<file path="src/rtl/mac_acc_pkg.sv">
// Shared types and sizing helpers for the multiply-add result accumulator.
package mac_acc_pkg;

  typedef enum logic {
    ACCUM = 1'b0,
    HOLD  = 1'b1
  } state_e;

  localparam int K_W = 16;

  // Counter must be able to hold N itself, so size for N+1 values.
  function automatic int cnt_w(input int n);
    return $clog2(n + 1);
  endfunction

endpackage

</file>
<file path="src/rtl/mac_result_accumulator_acc_lane.sv">
// One accumulator lane: extends a 16-bit sample, adds modulo 2^ACC_W and tracks a sticky overflow.
// sum_nxt_o/ovf_nxt_o show the totals including the current sample so the top can capture the final one.
module acc_lane
  import mac_acc_pkg::*;
#(
  parameter int ACC_W  = 24,
  parameter bit SIGNED = 1'b0
) (
  input  logic             clk,
  input  logic             rst,
  input  logic             clr_i,
  input  logic             add_i,
  input  logic [K_W-1:0]   k_i,
  output logic [ACC_W-1:0] sum_nxt_o,
  output logic             ovf_nxt_o
);

  logic [ACC_W-1:0] acc_q, acc_d;
  logic             ovf_q, ovf_d;

  logic signed [K_W-1:0] k_s;
  logic [ACC_W-1:0]      ext_s, ext_u, ext;
  logic [ACC_W:0]        sum_w;
  logic                  carry, sovf, ovf_now;

  assign k_s   = k_i;
  assign ext_s = ACC_W'(k_s);
  assign ext_u = ACC_W'(k_i);
  assign ext   = SIGNED ? ext_s : ext_u;

  assign sum_w = {1'b0, acc_q} + {1'b0, ext};
  assign carry = sum_w[ACC_W];
  // Signed overflow: same-sign operands producing a result of the other sign.
  assign sovf  = (acc_q[ACC_W-1] == ext[ACC_W-1]) && (sum_w[ACC_W-1] != acc_q[ACC_W-1]);

  assign ovf_now   = add_i && (SIGNED ? sovf : carry);
  assign sum_nxt_o = add_i ? sum_w[ACC_W-1:0] : acc_q;
  assign ovf_nxt_o = ovf_q || ovf_now;

  always_comb begin
    acc_d = acc_q;
    ovf_d = ovf_q;
    if (clr_i) begin
      acc_d = '0;
      ovf_d = 1'b0;
    end else if (add_i) begin
      acc_d = sum_w[ACC_W-1:0];
      ovf_d = ovf_nxt_o;
    end
  end

  always_ff @(posedge clk) begin
    if (rst) begin
      acc_q <= '0;
      ovf_q <= 1'b0;
    end else begin
      acc_q <= acc_d;
      ovf_q <= ovf_d;
    end
  end

endmodule

</file>
<file path="src/rtl/mac_result_accumulator.sv">
// Sums N accepted multiply-add results into unsigned/signed totals with sticky overflow flags.
// Result appears the cycle after the N-th accept and is held (in_ready=0) until out_ready.
module mac_result_accumulator
  import mac_acc_pkg::*;
#(
  parameter int N     = 4,
  parameter int ACC_W = 24
) (
  input  logic             clk,
  input  logic             rst,
  input  logic             clear,
  input  logic             in_valid,
  output logic             in_ready,
  input  logic [K_W-1:0]   k_usgn,
  input  logic [K_W-1:0]   k_sgn,
  output logic             out_valid,
  input  logic             out_ready,
  output logic [ACC_W-1:0] sum_usgn,
  output logic [ACC_W-1:0] sum_sgn,
  output logic             ovf_usgn,
  output logic             ovf_sgn
);

  localparam int CW = cnt_w(N);

  state_e           state_q, state_d;
  logic [CW-1:0]    cnt_q, cnt_d;
  logic [ACC_W-1:0] sum_u_q, sum_u_d, sum_s_q, sum_s_d;
  logic             ovf_u_q, ovf_u_d, ovf_s_q, ovf_s_d;

  logic             accept, last, lane_clr;
  logic [ACC_W-1:0] u_nxt, s_nxt;
  logic             u_ovf_nxt, s_ovf_nxt;

  // clear outranks the handshake, so a sample offered alongside it is dropped.
  assign accept   = in_valid && (state_q == ACCUM) && !clear;
  assign last     = accept && (cnt_q == CW'(N - 1));
  assign lane_clr = clear || last;

  acc_lane #(.ACC_W(ACC_W), .SIGNED(1'b0)) u_lane_u (
    .clk       (clk),
    .rst       (rst),
    .clr_i     (lane_clr),
    .add_i     (accept),
    .k_i       (k_usgn),
    .sum_nxt_o (u_nxt),
    .ovf_nxt_o (u_ovf_nxt)
  );

  acc_lane #(.ACC_W(ACC_W), .SIGNED(1'b1)) u_lane_s (
    .clk       (clk),
    .rst       (rst),
    .clr_i     (lane_clr),
    .add_i     (accept),
    .k_i       (k_sgn),
    .sum_nxt_o (s_nxt),
    .ovf_nxt_o (s_ovf_nxt)
  );

  always_comb begin
    state_d = state_q;
    cnt_d   = cnt_q;
    sum_u_d = sum_u_q;
    sum_s_d = sum_s_q;
    ovf_u_d = ovf_u_q;
    ovf_s_d = ovf_s_q;
    if (clear) begin
      state_d = ACCUM;
      cnt_d   = '0;
    end else begin
      case (state_q)
        ACCUM: begin
          if (last) begin
            state_d = HOLD;
            cnt_d   = '0;
            sum_u_d = u_nxt;
            sum_s_d = s_nxt;
            ovf_u_d = u_ovf_nxt;
            ovf_s_d = s_ovf_nxt;
          end else if (accept) begin
            cnt_d = cnt_q + CW'(1);
          end
        end
        HOLD: begin
          if (out_ready) state_d = ACCUM;
        end
        default: state_d = ACCUM;
      endcase
    end
  end

  always_ff @(posedge clk) begin
    if (rst) begin
      state_q <= ACCUM;
      cnt_q   <= '0;
      sum_u_q <= '0;
      sum_s_q <= '0;
      ovf_u_q <= 1'b0;
      ovf_s_q <= 1'b0;
    end else begin
      state_q <= state_d;
      cnt_q   <= cnt_d;
      sum_u_q <= sum_u_d;
      sum_s_q <= sum_s_d;
      ovf_u_q <= ovf_u_d;
      ovf_s_q <= ovf_s_d;
    end
  end

  assign in_ready  = (state_q == ACCUM);
  assign out_valid = (state_q == HOLD);
  assign sum_usgn  = sum_u_q;
  assign sum_sgn   = sum_s_q;
  assign ovf_usgn  = ovf_u_q;
  assign ovf_sgn   = ovf_s_q;

endmodule

</file>
<file path="config.mk">
export PLATFORM = sky130hd
export DESIGN_NAME = mac_result_accumulator
export DESIGN_NICKNAME = d
export VERILOG_FILES = /design/src/rtl/mac_acc_pkg.sv /design/src/rtl/mac_result_accumulator_acc_lane.sv /design/src/rtl/mac_result_accumulator.sv
export SDC_FILE = /design/constraint.sdc
export NUM_CORES = 1
export LEC_CHECK = 0
export CAP_MARGIN = 30
export CORE_UTILIZATION = 45
export DETAILED_ROUTE_END_ITERATION = 8
export GPL_ROUTABILITY_DRIVEN = 0
export PLACE_DENSITY = 0.69
export SLEW_MARGIN = 0
export SYNTH_ARGS = -nofsm -noshare
export SYNTH_HDL_FRONTEND = slang
export SYNTH_SLANG_ARGS = --single-unit
export TNS_END_PERCENT = 10
</file>
<file path="constraint.sdc">
create_clock -name clk -period 6 [get_ports clk]
set_input_delay 1.2 -clock clk [delete_from_list [all_inputs] [get_ports clk]]
set_output_delay 1.2 -clock clk [all_outputs]
set_load 0.01 [all_outputs]
</file>
==> results of run 1 <==
kinds of logic (layout without fill, tap and decap cells):
kind of cell    Yosys count  count (layout)  share of synthesized area (%)
simple gates            265             265                           20.8
mux                       4               4                          0.692
compound gates          218             218                           24.6
fa+ha+maj                42              42                           9.34
buf+inv                  45             119                           3.00
flops                   104             104                           36.0
xor+xnor                 37              37                           5.60
layer usage:
layer	global-route usage (%)	up-vias	wire length, um
met2	42.5	136	7620
met1	27.7	2578	6460
li1	-	2680	-
met4	9.35	0	283
met5	0	-	0
met3	5.28	23	670
sequential cells by signal, summed over array words and instances, names as in the netlist:
| name | cells |
|---|---|
| sum_sgn | 24 |
| out_valid | 1 |
| ovf_sgn | 1 |
| u_lane_s.acc_q | 24 |
| u_lane_s.ovf_q | 1 |
| u_lane_u.acc_q | 24 |
| ovf_usgn | 1 |
| sum_usgn | 24 |
| u_lane_u.ovf_q | 1 |
| cnt_q | 3 |
synthesized netlist by cell type, drive strengths merged, types with 17 or more instances:
library cell  count  share of area (%)
a21oi            89                7.8
xor2             20                3.0
a211oi           17                2.3
nand2           123                8.0
o21ai            45                4.3
nand3            22                1.9
nor2             59                3.9
dfxtp           104                 36
xnor2            17                2.6
ha               40                8.6
a21o             17                2.2
clkbuf           33                2.2
area by class of cell:
type | count | area, um^2
timing repair buffer | 94 | 926
multi-input combinational | 566 | 3550
inverter | 9 | 33.8
clock buffer | 11 | 243
tap | 172 | 215
fill | 1156 | 5440
clock inverter | 5 | 78.8
sequential | 104 | 2080
worst min-delay path: stages, from the launching register on:
cell     delay [ps]
dfxtp_1         310
nand2_1          50
a21oi_1          40
per-stage QoR:
stage	power [mW]	util, %	hold slack [ps]
finish	1.54	56.7	442
global route	1.60	56.7	460
CTS	1.55	56.7	442
detailed placement	0.912	54.1	423
global placement	0.908	54.1	414
floorplan	0.849	-	407
path summary, 6_finish.rpt:
| check | startpoint | end | cells after the start |
|---|---|---|---|
| max | k_usgn[0] | ovf_usgn | 10 |
| min | cnt_q[2] | cnt_q[2] | 2 |
| max reg2reg | u_lane_u.acc_q[0] | ovf_usgn | 9 |
| min reg2reg | cnt_q[2] | cnt_q[2] | 2 |
power by group:
group          internal (mW)  total (mW)  switching, mW
Combinational         0.0794       0.197          0.118
Sequential             0.697       0.702        0.00450
Clock                  0.377       0.641          0.264
==> qor.yml, run 1 <==
status: "finished clean"
worstPathMaxFanout: 5
worstPathRequired_ps: 6200
cts.clk_slew.worst_paths_ps: 70
ir_drop_uv: 145
post_cts_resized: 0
critPathBufInv: 1
finalNetCount: 863
seq_area_frac_synth_pct: 36.0
rsz0062_at_grt: "false"
dp_hpwl_um: 10500
placed_area_um2: 6810
hold_class: "flop to flop"
clkSinkCount: 104
ant_nets: 0
drive_above_1_share_pct: 6.46
critPathTopFamily: "compound AO/OA/AOI/OAI gates"
setup_slack_ps: 2280
layout_common_cells: "123 x nand2_1, 104 x dfxtp_1, 88 x a21oi_1, 88 x clkdlybuf4s50_1, 57 x nor2_1"
antenna_found_initial: 0
dr.pass1.iters: 7
yosys_warnings: 0
clock_latency_ps: 360
syn-cell-area_um2: 5790
avgRoutedWirePerCell_um: 15.6
start_kind: "input pin"
drcViolationCount: 0
fin_skew_ps: 10.5
grt_usage_pct: 23.8
pre_cts_slack_ps: 1940
syn_to_final_growth_pct: 23.1
cp_slowest_cell: "fa_1"
async_flop_share_pct: 0
htreeDepth: 3
fin_crit_sh_pct: 62.0
yosys.cell_types.count: 63
hold_buffers: 0
wirelength_um: 15000
reg2reg_slack_ps: 3260
grt_pass1_vias: 5323
dieArea_um2: 13300
cp-end-kind: "flop"
drtIter0Drc: 336
min_period_ps: 3720
die_x_um: 115
fp.coreArea_um2: 12600
pin_count: 89
synth_nets: 794
path_class: "input pin to flop"
num_rows: 41
vias: 5417
antennaDiodeCount: 0
start_util_pct: 46.1
maxCapViolCount: 0
placedCellCount: 945
max_freq_ghz: 0.269
grt_overflow_total: 0
worstMarginPinSlew_ps: 859
post_cts_buffers: 0
arrival_ps: 3920
max-slew-margin-rel_pct: 42.6
ys_ff_latch: 104
ys.flop_type: "dfxtp_1"
die_y_um: 115
grt_pass1_wl_um: 25000
ctsLongestPathBuffers: 2
cts_root_buf: "clkbuf_16"
cts_tree: "done"
syn_inst: 715
max_stage_delay_ps: 440
slew_viol_final: 0
p_leak_nw: 2.78
cp_cell_sequence: "clkdlybuf4s50_1 -> ha_1 -> fa_1 -> a211oi_1 -> nor2_2 -> o31ai_1 -> a211oi_2 -> or2_1 -> a41oi_1 -> a21oi_1"
final_cells: 961
grt_max_degree: 52
layout_commonest_cell: "nand2_1"
final_area_um2: 7130
fin_setup_tns_ps: 0
synth_edf_count: 0
numCtsBuffers: 9
io_buffers: 88
setup_viol: 0
power.density_nw_per_um2: 216
finalHoldViolations: 0
vias_per_cell: 5.64
avgSynthCellArea_um2: 8.10
Note: power is estimated with default switching activity, not from simulation.
==> inputs of run 2 (changes only) <==
==> constraint.sdc (replaced) <==
create_clock -name clk -period 3.5 [get_ports clk]
set_input_delay 0.7 -clock clk [delete_from_list [all_inputs] [get_ports clk]]
set_output_delay 0.7 -clock clk [all_outputs]
set_load 0.01 [all_outputs]
==> qor.yml, run 2 (synthesis gave the netlist of run 1 again) <==
power.density_nw_per_um2: 367  # was 216 nW/um^2
fin_skew_ps: 6.89  # was 10.5 ps
status: "finished clean"  # unchanged
cp-end-kind: "flop"  # unchanged
cts_root_buf: "clkbuf_16"  # unchanged
die_y_um: 115  # unchanged
start_util_pct: 46.1  # unchanged
ctsLongestPathBuffers: 2  # unchanged
grt_usage_pct: 23.9  # was 23.8%
fin_crit_sh_pct: 88.6
p_leak_nw: 2.83  # was 2.78 nW
clkSinkCount: 104  # unchanged
drive_above_1_share_pct: 7.53  # was 6.46%
io_buffers: 88  # unchanged
avgRoutedWirePerCell_um: 15.6  # about the same
min_period_ps: 3100
worstMarginPinSlew_ps: 765  # was 859 ps
setup_viol: 0  # unchanged
p_clk_share_pct: 41.8  # was 41.6%
syn_to_final_growth_pct: 24.8  # was 23.1%
fin_setup_tns_ps: 0  # unchanged
ant_nets: 0  # unchanged
reg2reg_depth: 10  # was 9
ir_drop_uv: 250  # was 145 uV
grt_pass1_vias: 5349  # was 5,323
r2r-start: "u_lane_u.acc_q[0]"  # unchanged
vias: 5474  # was 5,417
worstPathRequired_ps: 3790  # was 6200 ps
antennaDiodeCount: 0  # unchanged
antenna_found_initial: 0  # unchanged
layout_commonest_cell: "nand2_1"  # unchanged
htreeDepth: 3  # unchanged
finalNetCount: 871  # was 863
arrival_ps: 3390  # was 3920 ps
grt_pass1_wl_um: 25200  # was 25,000 um
drcViolationCount: 0  # unchanged
grt_max_degree: 52  # unchanged
path_class: "input pin to flop"  # unchanged
sw_frac_of_total_pct: 25.4  # was 25.1%
pin_count: 89  # unchanged
multi_input_area_um2: 3550  # unchanged
power_frac_comb_pct: 12.9  # was 12.8%
switchingPower_uw: 675  # was 386 uW
p_int_mw: 1.98  # was 1.15 mW
maxCapViolCount: 0  # unchanged
drtIter0Drc: 294  # was 336
layout_common_cells: "123 x nand2_1, 104 x dfxtp_1, 88 x a21oi_1, 88 x clkdlybuf4s50_1, 57 x nor2_1"  # unchanged
reg2reg_slack_ps: 910  # was 3260 ps
placed_area_um2: 6900  # was 6810 um^2
fp.coreArea_um2: 12600  # unchanged
power_frac_seq_pct: 45.3  # was 45.6%
dp_hpwl_um: 10700  # was 10,500 um
dr.pass1.iters: 5  # was 7
fillers: 1155  # was 1,156
start_kind: "input pin"  # unchanged
seqCellArea_um2: 2080  # unchanged
grt_overflow_total: 0  # unchanged
crit_path_end: "u_lane_s.acc_q[23]"  # was ovf_usgn
vias_per_cell: 5.65  # was 5.64
max-slew-margin-rel_pct: 49.0  # was 42.6%
wirelength_um: 15200  # was 15,000 um
worstPathMaxFanout: 11  # was 5
numCtsBuffers: 9  # unchanged
rsz0062_at_grt: "false"  # unchanged
num_rows: 41  # unchanged
hold_ws_ps: 441  # was 442 ps
cts.clk_slew.worst_paths_ps: 70  # about the same
max_freq_ghz: 0.322
reg2reg_to: "ovf_usgn"  # unchanged
clock_latency_ps: 360  # about the same
die_x_um: 115  # unchanged
cp-startpoint: "k_sgn[15]"  # was k_usgn[0]
cts_tree: "done"  # unchanged
slew_viol_final: 0  # unchanged
dieArea_um2: 13300  # unchanged
finalHoldViolations: 0  # unchanged
hold_class: "flop to flop"  # unchanged
final_area_um2: 7220  # was 7130 um^2
post_cts_resized: 0  # unchanged
post_cts_buffers: 0  # unchanged
hold_buffers: 0  # unchanged
final_util_pct: 57.5  # was 56.7%
-- run 2: changes by cell type in the layout (fill, tap and decap cells not counted) --
cell | previous run | this run
clkinv_2 | 2 | 3
clkinvlp_4 | 0 | 1
buf_4 | 6 | 11
inv_6 | 1 | 0
buf_12 | 0 | 3
clkbuf_1 | 1 | 0
-- run 2: worst max-delay path, stage by stage --
cell,delay (ps)
clkdlybuf4s50_1,660
ha_1,510
a21oi_1,250
o21ai_1,130
a21o_1,200
a21o_1,200
or2_2,280
or3_1,310
a21oi_1,130
-- run 2: power groups by stage --
| stage | logic (mW) | registers (mW) | clock network [mW] |
|---|---|---|---|
| 4_1_cts | 0.341 | 1.20 | 1.12 |
| 3_3_place_gp | 0.333 | 1.23 | 0 |
| 3_5_place_dp | 0.337 | 1.23 | 0 |
| 5_1_grt | 0.377 | 1.20 | 1.17 |
| 6_report | 0.342 | 1.20 | 1.11 |
| 2_1_floorplan | 0.226 | 1.23 | 0 |
-- run 2: how the worst min path moves through the flow --
stage	startpoint	end	slack, ps	cells after the start
floorplan	cnt_q[2]	cnt_q[2]	410	2
global route	cnt_q[2]	cnt_q[2]	460	2
detailed placement	cnt_q[2]	cnt_q[2]	430	2
finish	cnt_q[2]	cnt_q[2]	440	2
CTS	cnt_q[2]	cnt_q[2]	440	2
global placement	cnt_q[2]	cnt_q[2]	420	2
-- run 2: layout make-up --
type                    instances  share of cell area (%)
clock buffers                  10                    3.31
clock inverters                 6                    1.14
inverters                       9                   0.468
multi-input cells             566                    49.1
flip-flops and latches        104                    28.8
well taps                     172                    2.98
repair buffers                102                    14.2
-- run 2: per-layer routing --
| layer | part of all wire (%) | GRT usage (%) | wire length, um | vias up |
|---|---|---|---|---|
| li1 | - | - | - | 2712 |
| met1 | 44 | 29.2 | 6620 | 2557 |
| met2 | 49 | 42.5 | 7480 | 172 |
| met3 | 4.8 | 3.14 | 725 | 33 |
| met4 | 2.1 | 9.52 | 321 | 0 |
| met5 | 0 | 0 | 0 | - |
-- run 2: through the flow --
step | cells | setup slack [ps] | power, mW
2_1_floorplan | 715 | 707 | 1.45
5_1_grt | 969 | 265 | 2.75
6_report | 969 | 399 | 2.65
3_3_place_gp | 953 | 130 | 1.56
3_5_place_dp | 953 | 78.4 | 1.57
4_1_cts | 969 | 436 | 2.67
